--- config.mk ---
export PLATFORM = sky130hd
export DESIGN_NAME = mdu_sequencer
export DESIGN_NICKNAME = d
export VERILOG_FILES = /design/src/rtl/cpu_pkg.sv /design/src/rtl/mdu_step.sv /design/src/rtl/mdu_sequencer.sv
export SDC_FILE = /design/constraint.sdc
export NUM_CORES = 1
export LEC_CHECK = 0
export ABC_AREA = 0
export CAP_MARGIN = 20
export CORE_AREA = 3 3 254 256
export CTS_CLUSTER_DIAMETER = 60
export DETAILED_ROUTE_END_ITERATION = 12
export DIE_AREA = 0 0 257 259
export PLACE_DENSITY = 0.45
export SYNTH_ARGS = -nofsm -noshare
export SYNTH_HDL_FRONTEND = slang
export SYNTH_SLANG_ARGS = --single-unit
--- constraint.sdc ---
create_clock -name clk -period 10.3 [get_ports clk]
set_input_delay 2.06 -clock clk [delete_from_list [all_inputs] [get_ports clk]]
set_output_delay 2.06 -clock clk [all_outputs]
set_load 0.01 [all_outputs]
--- src/rtl/cpu_pkg.sv ---
// cpu_pkg: shared execute-stage constants for the multiply/divide unit
package cpu_pkg;
  localparam int MDU_XLEN = 32;
  localparam logic [1:0] MDU_OP_MULT  = 2'b00;
  localparam logic [1:0] MDU_OP_MULTU = 2'b01;
  localparam logic [1:0] MDU_OP_DIV   = 2'b10;
  localparam logic [1:0] MDU_OP_DIVU  = 2'b11;
  typedef logic [1:0] mdu_state_t;
  localparam mdu_state_t MDU_IDLE = 2'd0;
  localparam mdu_state_t MDU_CALC = 2'd1;
  localparam mdu_state_t MDU_FIX  = 2'd2;
  localparam mdu_state_t MDU_DONE = 2'd3;
endpackage

--- src/rtl/mdu_step.sv ---
// mdu_step: one shift-add multiply or restoring-divide iteration on the accumulator
module mdu_step #(
  parameter int XLEN = 32
) (
  input  logic [2*XLEN-1:0] acc,
  input  logic [XLEN-1:0]   b,
  input  logic              is_div,
  output logic [2*XLEN-1:0] acc_next
);
  logic [XLEN:0] sum, trial;
  always_comb begin
    sum = {1'b0, acc[2*XLEN-1:XLEN]} + {1'b0, (acc[0] ? b : {XLEN{1'b0}})};
    trial = acc[2*XLEN-1:XLEN-1] - {1'b0, b};
    acc_next = is_div ? (trial[XLEN] ? {acc[2*XLEN-2:0], 1'b0} : {trial[XLEN-1:0], acc[XLEN-2:0], 1'b1})
                      : {sum, acc[XLEN-1:1]};
  end
endmodule

--- src/rtl/mdu_sequencer.sv ---
// mdu_sequencer: iterative signed/unsigned multiply/divide owning the HI/LO pair
module mdu_sequencer
  import cpu_pkg::*;
#(
  parameter int XLEN = MDU_XLEN
) (
  input  logic            clk,
  input  logic            rst,
  input  logic            start,
  input  logic [1:0]      op,
  input  logic [XLEN-1:0] rs1,
  input  logic [XLEN-1:0] rs2,
  input  logic            flush,
  input  logic            wr_hi,
  input  logic            wr_lo,
  output logic            busy,
  output logic            done,
  output logic            div_zero,
  output logic [XLEN-1:0] hi,
  output logic [XLEN-1:0] lo
);
  localparam int CW = $clog2(XLEN);
  mdu_state_t state, nxt;
  logic [CW-1:0] cnt;
  logic div_q, sa, sb, sgn, idle, accept, dz;
  logic [2*XLEN-1:0] acc, acc_next, prod;
  logic [XLEN-1:0] b, fix_hi, fix_lo;

  mdu_step #(.XLEN(XLEN)) u_step (.acc(acc), .b(b), .is_div(div_q), .acc_next(acc_next));

  always_comb begin
    sgn = !op[0];
    idle = state == MDU_IDLE || state == MDU_DONE;
    accept = idle && start && !flush;
    dz = op[1] && rs2 == '0;
    nxt = flush ? MDU_IDLE
        : accept ? (dz ? MDU_DONE : MDU_CALC)
        : state == MDU_CALC ? (cnt == CW'(XLEN-1) ? MDU_FIX : MDU_CALC)
        : state == MDU_FIX ? MDU_DONE : MDU_IDLE;
    prod = (sa ^ sb) ? -acc : acc;
    // remainder follows the dividend's sign, quotient the xor of both
    fix_hi = div_q ? (sa ? -acc[2*XLEN-1:XLEN] : acc[2*XLEN-1:XLEN]) : prod[2*XLEN-1:XLEN];
    fix_lo = div_q ? ((sa ^ sb) ? -acc[XLEN-1:0] : acc[XLEN-1:0]) : prod[XLEN-1:0];
  end

  always_ff @(posedge clk or posedge rst)
    if (rst) begin
      state <= MDU_IDLE;
      cnt <= '0;
      div_q <= 1'b0;
      sa <= 1'b0;
      sb <= 1'b0;
      acc <= '0;
      b <= '0;
      hi <= '0;
      lo <= '0;
      busy <= 1'b0;
      done <= 1'b0;
      div_zero <= 1'b0;
    end else begin
      state <= nxt;
      busy <= nxt == MDU_CALC || nxt == MDU_FIX;
      done <= nxt == MDU_DONE;
      div_zero <= accept && dz;
      cnt <= accept ? '0 : cnt + 1'b1;
      if (accept) begin
        div_q <= op[1];
        sa <= sgn && rs1[XLEN-1];
        sb <= sgn && rs2[XLEN-1];
        acc <= {{XLEN{1'b0}}, ((sgn && rs1[XLEN-1]) ? -rs1 : rs1)};
        b <= (sgn && rs2[XLEN-1]) ? -rs2 : rs2;
      end else if (state == MDU_CALC) begin
        acc <= acc_next;
      end
      if (!busy && wr_hi) hi <= rs1;
      if (!busy && wr_lo) lo <= rs1;
      if (state == MDU_FIX && !flush) begin
        hi <= fix_hi;
        lo <= fix_lo;
      end
    end
endmodule
==> results of run 1 <==
[metal layers]
| metal | up-vias | wire length (um) |
|---|---|---|
| met4 | 2 | 835 |
| li1 | 6442 | - |
| met2 | 334 | 21500 |
| met3 | 32 | 2300 |
| met1 | 6322 | 25000 |
| met5 | - | 9 |
[sequential cells by signal (all words and copies together), names as in the netlist]
name / cells
acc: 64
b: 32
busy: 1
cnt: 5
div_q: 1
div_zero: 1
done: 1
hi: 32
lo: 32
sa: 1
sb: 1
state: 2
[logic make-up (layout without fill, tap and decap cells)]
group | after synthesis | after routing | share of synthesized area
compound gates | 529 | 529 | 0.226
simple gates | 522 | 522 | 0.169
buf+inv | 179 | 266 | 0.0480
xor+xnor | 174 | 174 | 0.107
flops | 173 | 173 | 0.303
mux | 113 | 113 | 0.0801
fa+ha+maj | 75 | 75 | 0.0668
[report_power, final]
group	internal (uW)	switching (uW)	total (uW)
Clock	368	326	694
Sequential	835	286	1120
Combinational	953	1290	2240
[layout make-up]
| class | instances | area [sq um] |
|---|---|---|
| Clock buffer | 18 | 429 |
| Timing Repair Buffer | 159 | 1550 |
| Inverter | 75 | 287 |
| Tap cell | 846 | 1060 |
| Sequential cell | 173 | 4330 |
| Fill cell | 6782 | 45600 |
| Clock inverter | 14 | 173 |
| Multi-Input combinational cell | 1413 | 9300 |
[layout by cell type, fill, tap and decap left out, types with 10 or more instances in the layout]
master and instances:
sky130_fd_sc_hd__xor2_1 83, sky130_fd_sc_hd__xnor2_1 89, sky130_fd_sc_hd__buf_4 19, sky130_fd_sc_hd__mux2_2 10, sky130_fd_sc_hd__nor2_1 185, sky130_fd_sc_hd__a31oi_1 25
sky130_fd_sc_hd__and3_1 14, sky130_fd_sc_hd__mux2i_1 103, sky130_fd_sc_hd__a211oi_1 14, sky130_fd_sc_hd__clkdlybuf4s50_1 138, sky130_fd_sc_hd__a22oi_1 14, sky130_fd_sc_hd__o21bai_1 10
sky130_fd_sc_hd__o31ai_1 19, sky130_fd_sc_hd__nand3_1 18, sky130_fd_sc_hd__or3_1 13, sky130_fd_sc_hd__inv_1 74, sky130_fd_sc_hd__and2_1 10, sky130_fd_sc_hd__o21ai_0 151
sky130_fd_sc_hd__nor4_1 13, sky130_fd_sc_hd__o21ai_1 10, sky130_fd_sc_hd__nand2_1 160, sky130_fd_sc_hd__a21o_1 21, sky130_fd_sc_hd__o21a_1 10, sky130_fd_sc_hd__clkbuf_16 17
sky130_fd_sc_hd__ha_1 72, sky130_fd_sc_hd__a21oi_1 160, sky130_fd_sc_hd__nand4_1 13, sky130_fd_sc_hd__nand2b_1 16, sky130_fd_sc_hd__o211ai_1 42, sky130_fd_sc_hd__nor2b_1 10
sky130_fd_sc_hd__dfrtp_1 172, sky130_fd_sc_hd__nor3_1 32
[worst paths after layout]
check	startpoint	endpoint	slack, ns	cells past startpoint
max reg2reg	acc[31]	acc[53]	5.86	13
min in group asynchronous	rst	lo[24]	1.97	2
max	rs2[2]	busy	5.19	12
max in group asynchronous	rst	sb	6.23	4
min reg2reg	cnt[0]	cnt[0]	0.46	1
min	cnt[0]	cnt[0]	0.46	1
[worst reg2reg max path: stages, from the launching register on]
cell and delay [ns]:
sky130_fd_sc_hd__dfrtp_1 0.45, sky130_fd_sc_hd__inv_1 0.13, sky130_fd_sc_hd__ha_1 0.25, sky130_fd_sc_hd__fa_1 0.39, sky130_fd_sc_hd__nand2b_1 0.19, sky130_fd_sc_hd__a21oi_1 0.26
sky130_fd_sc_hd__o211ai_1 0.27, sky130_fd_sc_hd__a2111oi_0 0.58, sky130_fd_sc_hd__nor3_1 0.22, sky130_fd_sc_hd__xnor2_2 0.21, sky130_fd_sc_hd__buf_4 0.51, sky130_fd_sc_hd__mux2_2 0.43
sky130_fd_sc_hd__o21ai_0 0.27, sky130_fd_sc_hd__a211oi_1 0.13
[metrics by stage]
stage	power [uW]	instance area (sq um)	util
2_1_floorplan	2630	14300	-
3_3_place_gp	3340	16500	0.263
3_5_place_dp	3360	16500	0.263
4_1_cts	4070	17100	0.273
5_1_grt	4370	17100	0.273
6_report	4050	17100	0.273
==> flow_summary.toml, run 1 <==
[routing]
vias = 13132
antenna_left = 0
totalWireLength_um = 49700
detailedRoute.firstIterationViolations = 749
detail_route.first_pass.iterations = 5
detail_route.vias_per_cell = 4.87
detail_route.drc_violations = 0
route.detailed.wl_per_inst_um = 18.4

[clock_network]
tritoncts = "yes"
numCtsBuffers = 17
cts_setup_buffers = 0
cts_sinks = 173
h-tree-depth = 4
clock_tree.root_cell = "sky130_fd_sc_hd__clkbuf_16"
clk_latency_ns = 0.47
cts_hold_buf = 0
cts_resized = 0
clk_pin_slew_worst_paths_ns = 0.07
cts_buffer_depth = 2

[worst_setup_path]
critPathArrivalTime_ns = 5.46
timing.critical_path.slowest_stage_cell = "sky130_fd_sc_hd__clkdlybuf4s50_1"
timing.critical_path.from_type = "input pin"
top_fanout_value_on_the_critical_path = 5
setup.worst_path.end_class = "flop"
cp.buffers_inverters = 1
worst_path_dominant_cell_family = "simple AND/OR/NAND/NOR gates"
timing.critical_path.required_ns = 10.65
criticalPathCategory = "in2reg"
path_common_cell = "sky130_fd_sc_hd__nor2_1"
timing.critical_path.cells = "clkdlybuf4s50_1 > nor4_4 > nand2_1 > or3_1 > nor3_1 > nand3b_1 > nor4_1 > and2_1 > and3_1 > nor2_1 > nor2_1 > ha_1"
cpPeakStageDelay_ns = 0.53

[logic_synthesis]
number_of_enable_flip_flop_cells_after_synthesis = 0
ys_top_cells_by_count = "186 x sky130_fd_sc_hd__nor2_1, 173 x sky130_fd_sc_hd__dfrtp_1, 160 x sky130_fd_sc_hd__a21oi_1, 160 x sky130_fd_sc_hd__nand2_1, 151 x sky130_fd_sc_hd__o21ai_0"
yosys_warnings = 0
post_synthesis_net_count = 1912
synthMostInstantiatedCell = "sky130_fd_sc_hd__nor2_1"
synth_ff_type = "sky130_fd_sc_hd__dfrtp_1"
mapped_cell_area_sq_um = 14300
most_area_hungry_cell_type_in_the_yosys_netlist = "sky130_fd_sc_hd__dfrtp_1"
seq_area_frac_synth = 0.303
ys_top_cells_by_area = "sky130_fd_sc_hd__dfrtp_1 30%, sky130_fd_sc_hd__mux2i_1 7.2%, sky130_fd_sc_hd__ha_1 6.4%"
netlist-cell-type-count = 66
ys_async_sr_fraction = 1.00
synthCells = 1765
synth-seq-cells = 173
synthesis.area_per_instance_sq_um = 8.09
share_of_the_synthesized_area_in_the_top_cell_type = 0.303

[sta]
fmax_mhz = 196
tightest_slew_ns = 0.995
worst_hold_slack_ns = 0.459
slew_violations = 0
timing.slew.headroom = 0.336
period_share = 0.496
finalClockSkew_ns = 0.0134
rsz_0062_raised_after_global_routing = "no"
setup-tns-final_ns = 0
setup_viol = 0
final-hold-violation-count = 0
layout_min_cycle_time_ns = 5.11
fin_ws_ns = 5.19

[status]
outcome = "finished clean"

[cells_and_area]
nets = 1986
fin_cells = 2698
syn2layout_area_growth_pct = 20.0
antenna-diode-count = 0
drive_gt1_frac = 0.0481

[floorplanning]
chipHeight_um = 259
initial_utilization = 0.227
die_width_um = 257
fp.dieArea_sq_um = 66600
core.rowCount = 92
design.portCount = 139
fp.coreArea_sq_um = 62700

[placement]
post-place-cells = 2664
routabilityCongestion = 0.890
dpl.hpwl_um = 37900
detailedPlace.worstSlack_ns = 4.67
portBuffers = 138

[global_routing]
met1_usage = 0.216
groute.layer.met3.usage = 0.0217
grt_pass1_wl_um = 76800
grt_busiest_layer = "met2"
antenna_found_initial = 1
grt_util_all_layers = 0.148
grt.overflow.total = 0
grt_pass1_vias = 12609
grt_max_degree = 101
grt.met2_usage = 0.225

[run]
drv_cap = 0

[pwr]
leakagePower_uw = 0.00713
ir_worst_vdd_uv = 117
power_per_cell_area_nw_per_um2 = 237

[hold_path]
holdCritPathClass = "reg2reg"
No activity file was read; power rests on OpenSTA's default activity.
==> run 2, diff against run 1 <==
PLACE_DENSITY = 0.46   (was 0.45)
clock period = 4.32 ns   (was 10.3 ns; I/O delays follow)
==> run 2 against run 1 <==
  * Cell area up 2.5%
  * Sequential power up 120%
  * Register-to-register slack worse by 5.3 ns
  * Non-clock buffer count up 52
  * Utilization up 0.68 points
  * Global-route usage up 0.55 points
  * Via count up 1.9%
  * First-iteration DRC count up 19%
  * Largest power group unchanged
==> flow_summary.toml, run 2 (synthesis results as in run 1) <==
[routing]
totalWireLength_um = 51700
detailedRoute.firstIterationViolations = 890
antenna_left = 0
detail_route.drc_violations = 0
detail_route.vias_per_cell = 4.86
route.detailed.wl_per_inst_um = 18.8
detail_route.first_pass.iterations = 5
vias = 13376

[cells_and_area]
nets = 2038
syn2layout_area_growth_pct = 23.0
antenna-diode-count = 0
drive_gt1_frac = 0.0714
fin_cells = 2750
largest_register_ffs = 64
layout_common_cells = "185 x sky130_fd_sc_hd__nor2_1, 172 x sky130_fd_sc_hd__dfrtp_1, 160 x sky130_fd_sc_hd__nand2_1, 160 x sky130_fd_sc_hd__a21oi_1, 151 x sky130_fd_sc_hd__o21ai_0"
post-route-cell-area_sq_um = 17600
largest_register = "acc"
layout_commonest_cell = "sky130_fd_sc_hd__nor2_1"

[floorplanning]
fp.dieArea_sq_um = 66600
fp.coreArea_sq_um = 62700
die_width_um = 257
design.portCount = 139
initial_utilization = 0.227
core.rowCount = 92
chipHeight_um = 259

[placement]
routabilityCongestion = 0.906
post-place-cells = 2718
detailed_place.area_sq_um = 17000
dpl.hpwl_um = 40100
portBuffers = 138

[clock_network]
clk_latency_ns = 0.47
cts_setup_buffers = 0
clock_tree.root_cell = "sky130_fd_sc_hd__clkbuf_16"
tritoncts = "yes"
h-tree-depth = 4
cts_hold_buf = 0
cts_sinks = 173
cts_resized = 0
clk_pin_slew_worst_paths_ns = 0.08
cts_buffer_depth = 2
numCtsBuffers = 17

[worst_setup_path]
setup.worst_path.end_class = "flop"
timing.critical_path.required_ns = 4.66
criticalPathCategory = "reg2reg"
top_fanout_value_on_the_critical_path = 11
timing.critical_path.from_type = "flop"
critPathArrivalTime_ns = 4.11

[sta]
layout_min_cycle_time_ns = 3.77
fmax_mhz = 265
final-hold-violation-count = 0
rsz_0062_raised_after_global_routing = "no"
slew_violations = 0
timing.slew.headroom = 0.299
finalClockSkew_ns = 0.0176
setup-tns-final_ns = 0
setup_viol = 0
period_share = 0.873
tightest_slew_ns = 1.05

[global_routing]
grt_pass1_vias = 12757
grt_pass1_wl_um = 79200
grt_util_all_layers = 0.153
grt.overflow.total = 0
grt_max_degree = 89
antenna_found_initial = 0

[run]
drv_cap = 0

[pwr]
ir_worst_vdd_uv = 436
p_total_uw = 9920
leakagePower_uw = 0.00740
power_per_cell_area_nw_per_um2 = 565

[status]
outcome = "finished clean"

[hold_path]
holdCritPathClass = "reg2reg"
run 2: report_power, final:
group	internal [uW]	switching [uW]	leakage (uW)
sequential	1990	512	0.00211
combinational	2500	3320	0.00502
clock	839	752	0.000273
total	5340	4580	0.00740
run 2: path summary, 6_finish.rpt:
check	endpoint	cells after the start	slack, ns	startpoint
max in group asynchronous	cnt[2]	3	2.68	rst
worst min register to register	cnt[0]	1	0.46	cnt[0]
worst min-delay path	cnt[0]	1	0.46	cnt[0]
min in group asynchronous	lo[29]	2	0.87	rst
worst max-delay path	acc[63]	13	0.55	b[0]
worst max register to register	acc[63]	13	0.55	b[0]
run 2: metal layers:
metal  share of wire  GRT usage  vias to the layer above
met2            0.43      0.231                      388
met1            0.49      0.222                     6391
li1                -          -                     6551
met4           0.024     0.0450                        0
met5               0          0                        -
met3           0.052     0.0270                       46
run 2: cell type report:
cell class,count,area (sq um)
multi-input cells,1413,9290
well taps,846,1060
flip-flops and latches,173,4330
fillers,6734,45200
clock inverters,9,103
inverters,75,285
repair buffers,211,2020
clock buffers,23,468
run 2: critical path, stage by stage, from the launching register on:
cell and delay (ns):
sky130_fd_sc_hd__dfrtp_1 0.45, sky130_fd_sc_hd__ha_1 0.26, sky130_fd_sc_hd__fa_1 0.39, sky130_fd_sc_hd__nand2b_1 0.20, sky130_fd_sc_hd__a21oi_1 0.23, sky130_fd_sc_hd__o211ai_1 0.26
sky130_fd_sc_hd__a2111oi_0 0.45, sky130_fd_sc_hd__nor3_1 0.10, sky130_fd_sc_hd__buf_4 0.17, sky130_fd_sc_hd__xnor2_2 0.19, sky130_fd_sc_hd__buf_4 0.25, sky130_fd_sc_hd__nand2b_1 0.21
sky130_fd_sc_hd__nor2_1 0.05, sky130_fd_sc_hd__a2111oi_0 0.42
run 2: through the flow:
| stage | setup slack [ns] | hold slack [ns] | util |
|---|---|---|---|
| after global routing | 0.275 | 0.500 | 0.280 |
| after global placement | 0.186 | 0.446 | 0.271 |
| final | 0.547 | 0.460 | 0.280 |
| after floorplan | 0.883 | 0.433 | - |
| after CTS | 0.606 | 0.468 | 0.280 |
| after detailed placement | 0.169 | 0.459 | 0.271 |
